===== config.mk =====
export PLATFORM = sky130hd
export DESIGN_NAME = noc_in_port
export DESIGN_NICKNAME = d
export VERILOG_FILES = /design/src/rtl/noc_in_port.sv
export SDC_FILE = /design/constraint.sdc
export NUM_CORES = 1
export LEC_CHECK = 0
export CORE_ASPECT_RATIO = 1.75
export CORE_MARGIN = 2
export CORE_UTILIZATION = 30
export DETAILED_ROUTE_END_ITERATION = 12
export GPL_TIMING_DRIVEN = 0
export PLACE_DENSITY_LB_ADDON = 0.12
export SLEW_MARGIN = 20
export SYNTH_ARGS = -nofsm -noshare
export SYNTH_HDL_FRONTEND = slang
export SYNTH_SLANG_ARGS = --single-unit

===== constraint.sdc =====
create_clock -name clk -period 8.3 [get_ports clk]
set_input_delay 2.075 -clock clk [delete_from_list [all_inputs] [get_ports clk]]
set_output_delay 2.075 -clock clk [all_outputs]
set_load 0.1 [all_outputs]

===== src/rtl/noc_in_port.sv =====
// Router input port: frames NI flits (head/4 data/tail), buffers them in a FIFO and
// forwards each packet wormhole-style to the one-hot output selected by the head flit.
module noc_in_port #(
    parameter int          DEPTH      = 8,
    parameter logic [5:0]  HEADER_TAG = 6'b101111,
    parameter logic [7:0]  TAIL_FLIT  = 8'hFF
) (
    input  logic       clk,
    input  logic       rst,
    input  logic [7:0] flit_in,
    input  logic       flit_in_valid,
    output logic       noc_ready,
    output logic [7:0] out_flit,
    output logic [3:0] out_valid,
    input  logic [3:0] out_ready,
    output logic       err_hdr,
    output logic       err_tail,
    output logic [7:0] pkt_cnt
);
    localparam int AW = $clog2(DEPTH);
    localparam logic [AW:0] FULL = (AW+1)'(DEPTH);

    typedef struct packed {
        logic       last;
        logic [7:0] flit;
    } entry_t;

    typedef enum logic {IDLE, FWD} state_t;

    entry_t      mem [DEPTH];
    logic [AW:0] wr_ptr, rd_ptr, count;
    logic [2:0]  pos;
    state_t      state;
    logic [1:0]  dest;
    logic [7:0]  flit_hold;

    logic   accept, hdr_ok, push, pop, empty;
    entry_t front;

    assign noc_ready = (count < FULL);
    assign empty     = (count == '0);
    assign front     = mem[rd_ptr[AW-1:0]];
    assign accept    = flit_in_valid && noc_ready;
    assign hdr_ok    = (flit_in[7:2] == HEADER_TAG);
    // A head-position flit with a bad tag is swallowed; framing stays at pos 0.
    assign push      = accept && !(pos == 3'd0 && !hdr_ok);
    assign out_valid = (state == FWD && !empty) ? (4'b0001 << dest) : 4'b0000;
    assign pop       = (state == FWD) && !empty && out_ready[dest];
    // Front entry shows as soon as it lands; otherwise keep the last shown flit.
    assign out_flit  = empty ? flit_hold : front.flit;

    always_ff @(posedge clk) begin
        if (push)
            mem[wr_ptr[AW-1:0]] <= '{last: (pos == 3'd5), flit: flit_in};
    end

    always_ff @(posedge clk) begin
        if (rst) begin
            wr_ptr    <= '0;
            rd_ptr    <= '0;
            count     <= '0;
            pos       <= 3'd0;
            err_hdr   <= 1'b0;
            err_tail  <= 1'b0;
            state     <= IDLE;
            dest      <= 2'd0;
            pkt_cnt   <= 8'd0;
            flit_hold <= 8'd0;
        end else begin
            err_hdr  <= accept && (pos == 3'd0) && !hdr_ok;
            err_tail <= accept && (pos == 3'd5) && (flit_in != TAIL_FLIT);

            if (accept) begin
                if (pos == 3'd0)
                    pos <= hdr_ok ? 3'd1 : 3'd0;
                else if (pos == 3'd5)
                    pos <= 3'd0;
                else
                    pos <= pos + 3'd1;
            end

            if (push) wr_ptr <= wr_ptr + 1'b1;
            if (pop)  rd_ptr <= rd_ptr + 1'b1;
            case ({push, pop})
                2'b10:   count <= count + 1'b1;
                2'b01:   count <= count - 1'b1;
                default: count <= count;
            endcase

            if (!empty) flit_hold <= front.flit;

            case (state)
                IDLE: if (!empty) begin
                    dest  <= front.flit[1:0];
                    state <= FWD;
                end
                FWD: if (pop && front.last) begin
                    state   <= IDLE;
                    pkt_cnt <= pkt_cnt + 8'd1;
                end
                default: state <= IDLE;
            endcase
        end
    end
endmodule


---- After elaboration in Yosys (flattened, before gate mapping) ----
Memories as Yosys holds them, arrays and structs flattened. A register that Yosys moved wholly into a read port is not among the register bits.
Cells that the tools add are included.
word-level totals
  RAM bits ................................ 72
  output and inout bits ................... 23
  bits of input ports ..................... 15
  register bits ........................... 36
  memories kept ........................... 1
  word-level logic and storage cells ...... 60
operators by class
  shift operators ......................... 1
  multiplexer cells ....................... 15
  $lt $le $gt $ge ......................... 2
  bitwise gates (word level) .............. 2
  $add $sub $neg .......................... 6
  reductions and logical operators ........ 18
  equality and inequality tests ........... 5
memory list
  name  depth  width  rd ports  clocked after Yosys merged registers in  wr ports  RTL line  text
  mem   8      9      1         1                                        1         30        entry_t mem [DEPTH];
operator list
  cell                 number
  $add 4x1->4 const B  3
  $mux 3               4
  $logic_and 1x1->1    10
  $add 8x1->8 const B  1
  $mux 8               1
  $ne 8x8->1 const B   1
  $pmux 4 s2           1
  $eq 6x6->1 const B   1
  $mux 1               6
  $logic_not 4->1      1
  $lt 4x4->1 const B   1
  $mux 4               1
  $reduce_and 2->1     2
  $shl 1x2->4 const A  1
  $sub 4x1->4 const B  1
  $add 3x1->3 const B  1
  $eq 3x3->1 const B   1
  $logic_not 1->1      3
  $logic_not 3->1      1
  $lt 2x3->1 const B   1
  $bmux 1 s2           1
  $eq 2x1->1 const B   1
  $eq 2x2->1 const B   1
  $not 1->1            2
  2 further kinds      2

---- Logic depth before layout (Yosys ltp) ----
  depth after elaboration ................. 7
  mapped depth ............................ 14
  depth with buffers taken out ............ 11

---- Worst setup path before layout ----
Ideal clock, no wire load.
  path type ............................... reg-to-output
  from .................................... register count[0]
  to ...................................... output port out_valid[1]
  data required time ...................... 6.225 ns
  stages on the path, launching flop included .. 3
  path slack .............................. 3.414 ns
  buffers on the path ..................... 0
  data arrival time ....................... 2.811 ns
  cell sequence ........................... dfxtp_1 > o41ai_2 > nor3b_1
on the way
  longest elaborated chain between the ends .. 4
ends and longest elaborated chain
  item                    RTL line  text
  start, declared         31        logic [AW:0] wr_ptr, rd_ptr, count;
  start signal, assigned  85        2'b10: count <= count + 1'b1;
  start signal, assigned  86        2'b01: count <= count - 1'b1;
  start signal, assigned  87        default: count <= count;
  $logic_not 4->1         41        assign empty = (count == '0);
  $logic_not 1->1         n/a
  $logic_and 1x1->1       47        assign out_valid = (state == FWD && !empty) ? (4'b0001 << dest) : 4'b0000;
  $mux 4                  47
  end, declared           14        output logic [3:0] out_valid,
No other way between the ends.

==> impl_metrics.tcl <==
set metrics [dict create \
    status "complete, no violations" \
    fin_crit_sh_pct 65.2 \
    synth_flop_cell "edfxtp_1" \
    yosysMostFrequentCell "edfxtp_1" \
    seq_area_frac_synth_pct 64.7 \
    globalplace.congestion 0.736 \
    overflow 0 \
    drtAntennaViolNets 0 \
    wl_per_cell_um 17.8 \
    drt_iter0_markers 95 \
    drtPass1Iterations 5 \
    syn_area_mm2 0.00448 \
    post_cts_buffers 0 \
    antenna_found_initial 0 \
    tightest_slew_ns 1.04 \
    syn2layout_area_growth_pct 22.6 \
    start_util_pct 30.4 \
    grt_pass1_vias 2798 \
    cts.repair.resized 0 \
    synth_seq_cells 109 \
    critPathLaunchType "flip-flop" \
    grt_max_degree 20 \
    fin_util_pct 37.2 \
    routed_wirelength_mm 9.91 \
    finalNonFillerCells 556 \
    slew_headroom_pct 30.6 \
    synth.largest_area_cell "edfxtp_1" \
    io_buffers 37 \
    synth_edf_count 72 \
    grt_pass1_wl_mm 15.8 \
    netlist_instances 312 \
    viasPerCell 4.76 \
    tns_ns 0 \
    grt_busiest_layer "met2" \
    fin_skew_ns 0.00836 \
    slew_viol_final 0 \
    vias 2648 \
    grt_use_met2_pct 23.8 \
    dp_hpwl_mm 7.27 \
    met1_usage_pct 15.4 \
    rows 59 \
    cts_root_buf "clkbuf_16" \
    clkTransAtPathRegs_ns 0.08 \
    drive_above_1_share_pct 16.9 \
    clkSinkCount 109 \
    holdWs_ns 0.497 \
    ys_top_cells_by_count "edfxtp_1 (72), dfxtp_1 (37), nor2_1 (31), nand2_1 (20), mux4_2 (18)" \
    htree_levels 3 \
    hold_viol 0 \
    clock_latency_ns 0.34 \
    async_flop_share_pct 0 \
    dieArea_mm2 0.0160 \
    cts_tree "built" \
    path_max_fanout 10 \
    p_total_mw 1.11 \
    nets 388 \
    die_w_um 96.4 \
    fin_crit_ns 5.41 \
    maxCapViolations 0 \
    ir_worst_vdd_mv 0.0866 \
    rsz0062_at_grt "no" \
    syn_nets 332 \
    synth_top_area_share_pct 48.2 \
    finalSetupViolations 0 \
    crit_required_ns 6.23 \
    leakage_nw 1.78 \
    core-area_mm2 0.0148 \
    die_h_um 166 \
    cts_max_path_buffers 2 \
    avgSynthCellArea_um2 14.4 \
    synthTopCellsByArea "edfxtp_1 (48%), dfxtp_1 (17%), mux4_2 (9.0%)" \
    cts_buffers 9 \
    antenna_cells 0 \
    synth_cell_types 47 \
    dp.cells 540 \
    drc 0 \
    grt_usage_pct 13.4 \
    top_level_ports 38 \
    crit_arrival_ns 3.33 \
    gr-usage-met3_pct 2.31 \
    fillers 1425 \
    ys_warn_count 0 \
    worst-setup-path-type "reg2out" \
    powerDensity_mw_per_mm2 203 \
    hold_path.class "reg2reg" \
    cts_hold_buf 0 \
    clock.fmax_ghz 0.185 \
    end_kind "output pin" \
]
## placed cells by master, fill, tap and decap left out, drive strengths merged, types with 2 or more instances in the layout
cell | synthesis | final
a211oi | 4 | 4
nor4b | 2 | 2
nor2 | 31 | 31
clkbuf | 7 | 16
xnor2 | 9 | 9
nand4 | 2 | 2
nor3b | 6 | 6
dfxtp | 37 | 37
nor4 | 3 | 3
mux4 | 19 | 19
mux2i | 10 | 10
buf | 10 | 18
a21oi | 11 | 11
and4 | 2 | 2
or3 | 2 | 2
ha | 5 | 5
inv | 5 | 9
xor2 | 5 | 5
nand2b | 2 | 2
clkdlybuf4s50 | 0 | 37
and2 | 9 | 9
nor3 | 12 | 12
edfxtp | 72 | 72
nand2 | 20 | 20
mux2 | 2 | 2
o21ai | 7 | 7
nand3 | 6 | 6
## worst paths after layout
check,start,end,slack [ns],cells after the start
worst max-delay path,flip-flop,out_flit[2],2.89,6
worst min-delay path,rd_ptr[1],rd_ptr[1],0.50,2
worst max register to register,dest[1],count[2],5.17,12
worst min register to register,rd_ptr[1],rd_ptr[1],0.50,2
## critical path: stages (launching register included)
cell and delay [ns]:
dfxtp_1 0.31, buf_2 0.25, clkbuf_1 0.56, mux4_2 0.33, mux2i_1 0.11, o21ai_1 0.23, clkdlybuf4s50_1 1.19
## final cells by class
class / instances / area (um2) / share of cell area, %
Sequential cell: 109 / 2900 / 52.8
Multi-Input combinational cell: 181 / 1510 / 27.5
Timing Repair Buffer: 45 / 439 / 7.99
Tap cell: 183 / 229 / 4.17
Clock buffer: 9 / 225 / 4.10
Buffer: 17 / 90.1 / 1.64
Clock inverter: 7 / 81.3 / 1.48
Inverter: 5 / 18.8 / 0.341
## power by group
group	internal, mW	switching [mW]	leakage, nW
clock network	0.240	0.203	0.148
logic	0.0249	0.0586	0.693
registers	0.583	0.00497	0.934
## registers in the layout, indices dropped and copies added (netlist names), named ones only
signal     count
wr_ptr         3
rd_ptr         3
state          1
mem           72
flit_hold      8
dest           2
pkt_cnt        8
err_tail       1
count          4
err_hdr        1
pos            3
## per-layer routing
metal	up-vias	routed length, um
li1	1289	-
met1	1303	3900
met2	43	5450
met3	13	298
met4	0	259
met5	-	0
## through the flow
stage / setup slack, ns / instance area, um2
after floorplan: 3.41 / 4480
after global placement: 1.80 / 5080
after detailed placement: 2.66 / 5190
after CTS: 2.82 / 5500
after global routing: 2.66 / 5500
final: 2.89 / 5500
## logic make-up (layout without fill, tap and decap cells)
logic type / Yosys count / in the layout / synth area share (%)
xor gates and xnor gates: 14 / 14 / 2.73
and+or+nand+nor: 102 / 102 / 11.7
DFF: 109 / 109 / 64.7
adders and majority gates: 5 / 5 / 1.40
muxes: 31 / 31 / 12.6
buffers and inverters: 22 / 83 / 2.43
AOI/OAI and AO/OA: 29 / 29 / 4.41
(Power assumes the default switching activity.)
